File: src/rtl/ftdi_tx_sched_pkg.sv
// Shared state encoding and parameter defaults for the FTDI TX scheduler.
package ftdi_tx_sched_pkg;

  localparam int unsigned NumReqDefault        = 4;
  localparam int unsigned MaxBurstDefault      = 16;
  localparam int unsigned GapCyclesDefault     = 12;
  localparam int unsigned TimeoutCyclesDefault = 1024;

  localparam logic [2:0] StIdle      = 3'd0;
  localparam logic [2:0] StLaunch    = 3'd1;
  localparam logic [2:0] StHandshake = 3'd2;
  localparam logic [2:0] StRelease   = 3'd3;
  localparam logic [2:0] StGap       = 3'd4;

endpackage

File: src/rtl/ftdi_rr_arbiter.sv
// Round-robin arbiter: searches from last grant + 1; pointer moves only when en_i accepts a grant.
module ftdi_rr_arbiter #(
  parameter int unsigned NUM_REQ = 4
) (
  input  logic                       clk_i,
  input  logic                       rst_ni,
  input  logic [NUM_REQ-1:0]         req_i,
  input  logic                       en_i,
  output logic [NUM_REQ-1:0]         gnt_o,
  output logic [$clog2(NUM_REQ)-1:0] gnt_idx_o,
  output logic                       valid_o
);

  localparam int unsigned IdxW = $clog2(NUM_REQ);

  logic [IdxW-1:0] ptr_q;

  always_comb begin
    logic            found;
    logic [IdxW-1:0] cand;
    found     = 1'b0;
    cand      = '0;
    gnt_o     = '0;
    gnt_idx_o = '0;
    for (int unsigned i = 1; i <= NUM_REQ; i++) begin
      cand = IdxW'((32'(ptr_q) + i) % NUM_REQ);
      if (!found && req_i[cand]) begin
        found       = 1'b1;
        gnt_idx_o   = cand;
        gnt_o[cand] = 1'b1;
      end
    end
    valid_o = found;
  end

  // Reset to the last index so requester 0 is searched first.
  always_ff @(posedge clk_i or negedge rst_ni) begin
    if (!rst_ni) begin
      ptr_q <= IdxW'(NUM_REQ - 1);
    end else if (en_i && valid_o) begin
      ptr_q <= gnt_idx_o;
    end
  end

endmodule

File: src/rtl/ftdi_tx_scheduler.sv
// Multi-requester byte scheduler for the FTDI TX data_rdy/me_rdy interlock.
// Define FTDI_TX_SCHED_TIMEOUT_EN to enable the handshake watchdog.
module ftdi_tx_scheduler
  import ftdi_tx_sched_pkg::*;
#(
  parameter int unsigned NUM_REQ        = NumReqDefault,
  parameter int unsigned MAX_BURST      = MaxBurstDefault,
  parameter int unsigned GAP_CYCLES     = GapCyclesDefault,
  parameter int unsigned TIMEOUT_CYCLES = TimeoutCyclesDefault
) (
  input  logic                   in_clk,
  input  logic                   in_rst_n,
  input  logic [NUM_REQ-1:0]     in_req_valid,
  input  logic [8*NUM_REQ-1:0]   in_req_data,
  input  logic [NUM_REQ-1:0]     in_req_last,
  output logic [NUM_REQ-1:0]     out_req_ack,
  output logic                   out_ftdi_tx_data_rdy,
  input  logic                   in_ftdi_tx_me_rdy,
  output logic [7:0]             out_ftdi_data,
  input  logic                   in_rx_enable,
  output logic                   out_ftdi_rx_ena,
  output logic                   out_busy,
  output logic                   out_timeout
);

  localparam int unsigned IdxW = $clog2(NUM_REQ);

  logic [2:0]         state_q, state_d;
  logic [7:0]         data_q, data_d;
  logic               last_q, last_d;
  logic               lock_q, lock_d;
  logic               rdy_q, rdy_d;
  logic [NUM_REQ-1:0] grant_q, grant_d;
  logic [NUM_REQ-1:0] ack_q, ack_d;
  logic [7:0]         burst_q, burst_d;
  logic [7:0]         gap_q, gap_d;

  logic [NUM_REQ-1:0] arb_req, arb_gnt;
  logic [IdxW-1:0]    arb_idx;
  logic               arb_valid, arb_en;

`ifdef FTDI_TX_SCHED_TIMEOUT_EN
  localparam int unsigned ToW = (TIMEOUT_CYCLES > 1) ? $clog2(TIMEOUT_CYCLES) : 1;
  logic [ToW-1:0] to_cnt_q, to_cnt_d;
  logic           timeout_q, timeout_d;
`endif

  // While locked only the owning requester may win.
  assign arb_req = lock_q ? (in_req_valid & grant_q) : in_req_valid;
  assign arb_en  = (state_q == StIdle);

  ftdi_rr_arbiter #(
    .NUM_REQ (NUM_REQ)
  ) u_arb (
    .clk_i     (in_clk),
    .rst_ni    (in_rst_n),
    .req_i     (arb_req),
    .en_i      (arb_en),
    .gnt_o     (arb_gnt),
    .gnt_idx_o (arb_idx),
    .valid_o   (arb_valid)
  );

  always_comb begin
    state_d = state_q;
    data_d  = data_q;
    last_d  = last_q;
    lock_d  = lock_q;
    rdy_d   = rdy_q;
    grant_d = grant_q;
    ack_d   = '0;
    burst_d = burst_q;
    gap_d   = gap_q;
`ifdef FTDI_TX_SCHED_TIMEOUT_EN
    to_cnt_d  = to_cnt_q;
    timeout_d = 1'b0;
`endif
    case (state_q)
      StIdle: begin
        if (arb_valid) begin
          data_d  = in_req_data[{arb_idx, 3'b000} +: 8];
          last_d  = in_req_last[arb_idx];
          grant_d = arb_gnt;
          rdy_d   = 1'b1;
          state_d = StLaunch;
          if (!lock_q) begin
            lock_d  = 1'b1;
            burst_d = '0;
          end
        end
      end
      StLaunch: begin
        state_d = StHandshake;
`ifdef FTDI_TX_SCHED_TIMEOUT_EN
        to_cnt_d = '0;
`endif
      end
      StHandshake: begin
        if (in_ftdi_tx_me_rdy) begin
          state_d = StRelease;
          rdy_d   = 1'b0;
          ack_d   = grant_q;
          // End of packet or burst budget spent: hand the bus back to round-robin.
          if (last_q || (burst_q == 8'(MAX_BURST - 1))) begin
            lock_d  = 1'b0;
            burst_d = '0;
          end else begin
            burst_d = burst_q + 8'd1;
          end
        end
`ifdef FTDI_TX_SCHED_TIMEOUT_EN
        else if (to_cnt_q == ToW'(TIMEOUT_CYCLES - 1)) begin
          state_d   = StGap;
          rdy_d     = 1'b0;
          lock_d    = 1'b0;
          burst_d   = '0;
          gap_d     = '0;
          timeout_d = 1'b1;
        end else begin
          to_cnt_d = to_cnt_q + ToW'(1);
        end
`endif
      end
      StRelease: begin
        if (!in_ftdi_tx_me_rdy) begin
          state_d = StGap;
          gap_d   = '0;
        end
      end
      StGap: begin
        if (gap_q == 8'(GAP_CYCLES - 1)) begin
          state_d = StIdle;
        end else begin
          gap_d = gap_q + 8'd1;
        end
      end
      default: state_d = StIdle;
    endcase
  end

  always_ff @(posedge in_clk or negedge in_rst_n) begin
    if (!in_rst_n) begin
      state_q <= StIdle;
      data_q  <= '0;
      last_q  <= 1'b0;
      lock_q  <= 1'b0;
      rdy_q   <= 1'b0;
      grant_q <= '0;
      ack_q   <= '0;
      burst_q <= '0;
      gap_q   <= '0;
    end else begin
      state_q <= state_d;
      data_q  <= data_d;
      last_q  <= last_d;
      lock_q  <= lock_d;
      rdy_q   <= rdy_d;
      grant_q <= grant_d;
      ack_q   <= ack_d;
      burst_q <= burst_d;
      gap_q   <= gap_d;
    end
  end

`ifdef FTDI_TX_SCHED_TIMEOUT_EN
  always_ff @(posedge in_clk or negedge in_rst_n) begin
    if (!in_rst_n) begin
      to_cnt_q  <= '0;
      timeout_q <= 1'b0;
    end else begin
      to_cnt_q  <= to_cnt_d;
      timeout_q <= timeout_d;
    end
  end

  assign out_timeout = timeout_q;
`else
  // Watchdog compiled out; TIMEOUT_CYCLES only matters in the enabled build.
  assign out_timeout = (TIMEOUT_CYCLES == 0) && 1'b0;
`endif

  assign out_req_ack          = ack_q;
  assign out_ftdi_tx_data_rdy = rdy_q;
  assign out_ftdi_data        = data_q;
  assign out_busy             = (state_q != StIdle) || lock_q;
  assign out_ftdi_rx_ena      = in_rx_enable &&
                                !((state_q == StLaunch) || (state_q == StHandshake));

endmodule

File: config.mk
export PLATFORM = sky130hd
export DESIGN_NAME = ftdi_tx_scheduler
export DESIGN_NICKNAME = d
export VERILOG_FILES = /design/src/rtl/ftdi_tx_sched_pkg.sv /design/src/rtl/ftdi_rr_arbiter.sv /design/src/rtl/ftdi_tx_scheduler.sv
export SDC_FILE = /design/constraint.sdc
export NUM_CORES = 1
export LEC_CHECK = 0
export CAP_MARGIN = 20
export CORE_ASPECT_RATIO = 1.75
export CORE_MARGIN = 5
export CORE_UTILIZATION = 33
export DETAILED_ROUTE_END_ITERATION = 10
export GPL_TIMING_DRIVEN = 0
export PLACE_DENSITY_LB_ADDON = 0.2
export SYNTH_ARGS = -nofsm -noshare
export SYNTH_HDL_FRONTEND = slang
export SYNTH_SLANG_ARGS = --single-unit
File: constraint.sdc
create_clock -name in_clk -period 3.6 [get_ports in_clk]
set_clock_uncertainty 0.1 [all_clocks]
set_input_delay 0.72 -clock in_clk [delete_from_list [all_inputs] [get_ports in_clk]]
set_output_delay 0.72 -clock in_clk [all_outputs]
set_load 0.01 [all_outputs]
* Yosys cells after proc, flatten, opt, wreduce, memory -nomap -nowiden
Cells that the tools add are included.
** Storage, ports and cells
- Register bits after elaboration :: 40
- Output and inout port bits :: 16
- Input port bits :: 44
- Logic and storage cells :: 121
** Cells by class
- Bitwise gates (word level) :: 4
- Order comparisons :: 9
- Reductions and logical operators :: 26
- Shift operators :: 1
- Muxes and demuxes :: 52
- Add/sub/neg operators :: 6
- Eq/ne operators :: 13
** Operators with widths (count)
- $mux 8 :: 6
- $pmux 8 s2 :: 2
- $shiftx 32x6->8 :: 1
- $mux 4 :: 7
- $mux 1 :: 17
- $add 8x1->8 const B :: 2
- $eq 8x4->1 const B :: 2
- $lt 2x3->1 const B :: 5
- $pmux 3 s5 :: 1
- $ne 2x2->1 const B :: 7
- $mux 3 :: 4
- $or 4x4->4 :: 3
- $reduce_and 4->1 :: 3
- $bmux 1 s2 :: 5
- $logic_and 1x1->1 :: 9
- $demux 1 s2 :: 4
- $ge 2x1->1 const B :: 4
- $mux 2 :: 4
- $eq 3x2->1 const B :: 2
- $reduce_and 3->1 :: 2
- $add 2x1->2 const B :: 2
- $add 2x2->2 const B :: 2
- $and 4x4->4 :: 1
- $logic_not 1->1 :: 4
- other kinds (8) :: 12

* Longest topological paths before layout
- Word-level depth :: 16
- Mapped depth :: 10
- Mapped depth without buffers :: 8

* By module
A second synthesis with hierarchy kept.
** Second synthesis, totals
- Cells, all modules :: 239
- Area total of the unflattened synthesis :: 2583.7 µm²
** Modules (own cells, without submodules)
- ftdi_tx_scheduler :: area each 2039.5 µm², times used 1, cells an instance 182, seq. area each 950.9 µm²
- ftdi_rr_arbiter :: area each 544.3 µm², times used 1, cells an instance 57, seq. area each 52.6 µm²

* Least setup slack after synthesis
OpenSTA, ideal clock, no wires.
- Kind :: register to register
- From :: register u_arb.ptr_q[0]
- To :: register data_q[1] (netlist: out_ftdi_data[1])
- Arrival :: 2418 ps
- Path buffers :: 2
- Setup slack :: 956 ps
- Cell stages (with the launch flop) :: 10
- Clock period less this slack :: 2644 ps
- Required time :: 3374 ps
- Library setup time :: 126 ps
- Path through :: dfstp_2 buf_6 mux2_4 o221ai_4 o221ai_4 and2_4 buf_6 a2111oi_0 a31o_1 a221oi_2
** On the way
- Longest elaborated chain between the ends :: 14
- Elaborated cells between the ends (all ways) :: 28
- Classes of those cells :: 4 x add/sub; 1 x shift; 16 x mux; 7 x reduce/logical
** Ends and longest elaborated chain
- start: declaration :: RTL line ftdi_rr_arbiter.sv:16 : logic [IdxW-1:0] ptr_q;
- start signal: assignment :: RTL line ftdi_rr_arbiter.sv:39 : ptr_q <= IdxW'(NUM_REQ - 1);
- start signal: assignment :: RTL line ftdi_rr_arbiter.sv:41 : ptr_q <= gnt_idx_o;
- $add 2x1->2 :: RTL line ftdi_rr_arbiter.sv:26 : cand = IdxW'((32'(ptr_q) + i) % NUM_REQ);
- $bmux 1 s2 :: RTL line ftdi_rr_arbiter.sv:27 : if (!found && req_i[cand]) begin
- $mux 1 (implied by the code) :: RTL line ftdi_rr_arbiter.sv:27
- $mux 1 :: RTL line ftdi_rr_arbiter.sv:27
- $logic_not 1->1 :: RTL line ftdi_rr_arbiter.sv:27
- $logic_and 1x1->1 :: RTL line ftdi_rr_arbiter.sv:27
- $mux 1 :: RTL line ftdi_rr_arbiter.sv:27
- $logic_not 1->1 :: RTL line ftdi_rr_arbiter.sv:27
- $logic_and 1x1->1 :: RTL line ftdi_rr_arbiter.sv:27
- $mux 1 :: RTL line ftdi_rr_arbiter.sv:27
- $logic_not 1->1 :: RTL line ftdi_rr_arbiter.sv:27
- $logic_and 1x1->1 :: RTL line ftdi_rr_arbiter.sv:27
- $mux 2 or $mux 1 (tied branches) :: RTL line ftdi_rr_arbiter.sv:27
- $shiftx 32x6->8 or $reduce_and 2->1 (tied branches)
- end signal: assignment :: RTL line ftdi_tx_scheduler.sv:154 : data_q <= data_d;
- end: declaration :: RTL line ftdi_tx_scheduler.sv:29 : logic [7:0] data_q, data_d;
Parallel ways exist; a longest one is shown, timed or not. The select of a mux whose other input is x is not followed.
A chain may end at the register's enable or synchronous reset.

* Worst setup path in the final report
- From :: input port in_req_valid[0]
- To :: register data_q[6] (netlist: out_ftdi_data[6])
** On the way
- Longest elaborated chain between the ends :: 15
- Elaborated cells between the ends (all ways) :: 26
- Classes of those cells :: 1 x shift; 17 x mux; 1 x bitwise; 7 x reduce/logical
** Ends and longest elaborated chain
- start: declaration :: RTL line ftdi_tx_scheduler.sv:13 : input logic [NUM_REQ-1:0] in_req_valid,
- $and 4x4->4 :: RTL line ftdi_tx_scheduler.sv:49 : assign arb_req = lock_q ? (in_req_valid & grant_q) : in_req_valid;
- $mux 4 (*) :: RTL line ftdi_tx_scheduler.sv:49
- $bmux 1 s2 :: RTL line ftdi_rr_arbiter.sv:27
- $mux 1 (implied by the code) :: RTL line ftdi_rr_arbiter.sv:27
- $mux 1 :: RTL line ftdi_rr_arbiter.sv:27
- $logic_not 1->1 :: RTL line ftdi_rr_arbiter.sv:27
- $logic_and 1x1->1 :: RTL line ftdi_rr_arbiter.sv:27
- $mux 1 :: RTL line ftdi_rr_arbiter.sv:27
- $logic_not 1->1 :: RTL line ftdi_rr_arbiter.sv:27
- $logic_and 1x1->1 :: RTL line ftdi_rr_arbiter.sv:27
- $mux 1 :: RTL line ftdi_rr_arbiter.sv:27
- $logic_not 1->1 :: RTL line ftdi_rr_arbiter.sv:27
- $logic_and 1x1->1 :: RTL line ftdi_rr_arbiter.sv:27
- $mux 2 or $mux 1 (tied branches) :: RTL line ftdi_rr_arbiter.sv:27
- $shiftx 32x6->8 or $reduce_and 2->1 (tied branches)
Every way passes the cells marked *; elsewhere a longest branch is shown, timed or not. The select of a mux whose other input is x is not followed.

==> out/metrics.cfg <==
[synth]
synthesis.nets = 362
synth-async-reset-ratio_pct = 100.0
synth_largest_area_cell = dfrtp_1
synth_top_area_share_pct = 33.38
synth.area.top_cells = dfrtp_1 33%, mux2i_1 4.9%, ha_1 4.4%
synth-simple-area-share_pct = 18.18
synth-edff-count = 0
synth-seq-area-share_pct = 35.22
synth.area.mux_share_pct = 6.368
synthCells = 308
ys_warn_count = 0
synthTopCellsByCount = 38 x dfrtp_1, 26 x nand2_1, 23 x o21ai_0, 17 x inv_1
synth_compound_area_share_pct = 28.19
synth.distinct_cells = 58
syn_area_um2 = 2849
synth-seq-cells = 40
synthAdderAreaFrac_pct = 4.392
post-synth-top-count-cell = dfrtp_1
synth_top_family_by_area = compound AO/OA/AOI/OAI gates
synth_flop_cell = dfrtp_1
syn_area_per_cell_um2 = 9.250
synth-xor-area-share_pct = 2.108

[critical_path]
r2r-start = u_arb.ptr_q[0]
crit_start = in_req_valid[0]
path_class = primary input to register
cp_max_fo = 10
critPathLaunchType = primary input
crit_arrival_ps = 3430
cp_data_required_time_ps = 3720
cp-end-kind = register

[detailed_routing]
via_per_inst = 5.291
first_pass_iters = 5
vias = 2603
drt-initial-drc-count = 125
drc_errors = 0
wirelength_mm = 7.675
ant_nets = 0
wire_per_inst_um = 15.60

[clocking]
cts_resized = 0
clock_sinks = 40
cts_made_buffers = 5
clockBufferDepth = 2
cts_tree = done
htreeDepth = 2
cts_setup_buffers = 0
cts_hold_buf = 0
clk_pin_slew_ps = 60
clk_latency_ps = 290
root_buffer = clkbuf_16

[timing]
hold_viol_final = 0
drv_slew = 0
finalWorstSetupSlack_ps = 291.2
relSlewSlack_pct = 52.39
period_minus_slack_ps = 3309
fin_setup_tns_ps = 0
worstMarginPinSlew_ps = 708.7
post-route-period-util_pct = 91.91
setup_viol = 0
rsz0062_at_grt = false
fmax_mhz = 302.2

[final_layout]
areaGrowthSynthToFinish_pct = 31.18
finalNetCount = 428
n_fill_cell = 880
drive_gt1_share_pct = 10.40
num_antenna_cells = 0

[global_routing]
grt_max_degree = 32
grt_pass1_vias = 2724
grt.overflow.total = 0
grt_pass1_wl_mm = 12.91
grt_usage_pct = 15.18
antenna_found_initial = 0

[floorplanning]
num_io_pins = 60
dieArea_um2 = 10660
fp.dieW_um = 80.24
rows = 45
die-height_um = 132.9
core_area_um2 = 8558
initial_core_util_pct = 33.29

[place]
portBuffers = 58
gp_congestion = 0.7721
dp_slack_ps = 21.29
hpwl_mm = 5.931

[status]
status = completed

[power_and_ir_drop]
power_density_nw_per_um2 = 848.1
vdd.ir_drop.worst_mv = 0.5198
power.leakage_nw = 1.526

[hold_path]
hp-class = primary input to async pin

[flow_run]
drv_cap = 0

-- per-stage QoR --
step	hold slack, ps	power [mW]	instance area [um2]	instances	utilization, %
final	192.6	3.170	3737	492	43.67
after global routing	216.6	3.423	3737	492	43.67
after CTS	202.9	3.189	3737	492	43.67
after detailed placement	394.9	2.728	3591	484	41.96
after global placement	383.2	2.685	3576	483	41.78
after floorplan	324.4	2.127	2849	308	-
-- power by group --
| part | leakage (nW) | internal [mW] | switching, mW |
|---|---|---|---|
| clock | 0.0712 | 0.277 | 0.176 |
| sequential | 0.516 | 0.594 | 0.102 |
| combinational | 0.938 | 0.828 | 1.19 |
| total | 1.53 | 1.70 | 1.47 |
-- sequential cells by signal, indices dropped and copies added (netlist names), 2 cells and up --
register / count
out_req_ack: 4
gap_q: 8
out_ftdi_data: 8
grant_q: 4
u_arb.ptr_q: 2
burst_q: 8
state_q: 3
-- critical path, cell delays in order --
cell	delay, ps
clkdlybuf4s50_1	570
mux2i_1	160
a211oi_1	520
o221ai_4	280
and2_4	240
xnor2_2	390
buf_2	320
o211ai_1	110
nand4_1	120
-- kinds of logic (layout without fill, tap and decap cells) --
kind of cell / after synthesis / after routing
fa+ha+maj: 10 / 10
flops: 40 / 40
buf+inv: 31 / 98
simple gates: 99 / 99
compound gates: 104 / 104
other cells: 1 / 1
mux: 17 / 17
xor+xnor: 6 / 6
-- cells in the final DEF, fill, tap and decap left out, types with 5 or more instances in the layout --
| cell | count |
|---|---|
| dfrtp_1 | 38 |
| nand4_1 | 13 |
| clkbuf_1 | 7 |
| nand2_1 | 26 |
| ha_1 | 10 |
| nor2_1 | 14 |
| inv_1 | 17 |
| mux2i_1 | 14 |
| or3_1 | 10 |
| a21oi_1 | 14 |
| o211ai_1 | 13 |
| nor3_1 | 6 |
| clkdlybuf4s50_1 | 57 |
| nand3_1 | 7 |
| and2_1 | 5 |
| clkbuf_16 | 5 |
| o21ai_0 | 23 |
| a21boi_0 | 7 |
-- area by class of cell --
class	instances	area (um2)	area share (%)
buffer	14	90.09	2.410
clock buffer	8	146.4	3.917
inverter	17	63.81	1.707
multi-input combinational	237	1692	45.26
sequential	40	1003	26.85
tap	117	146.4	3.917
timing repair buffer	59	595.6	15.94
-- worst paths after layout --
kind / slack (ps) / depth (start not counted) / endpoint
setup reg to reg: 460 / 10 / out_ftdi_data[4]
min in group in_clk: 400 / 2 / burst_q[1]
hold reg to reg: 400 / 2 / burst_q[1]
setup / recovery: 290 / 9 / out_ftdi_data[6]
max in group asynchronous: 2700 / 2 / u_arb.ptr_q[1]
hold / removal: 190 / 1 / out_req_ack[1]
-- layer usage --
layer	global-route usage, %	vias to the layer above	part of all wire (%)
li1	-	1288	-
met1	16.96	1242	39
met4	7.143	0	2.7
met3	1.839	11	3.3
met5	0	-	0
met2	27.63	62	55
Power figures use the tool's default switching activity.
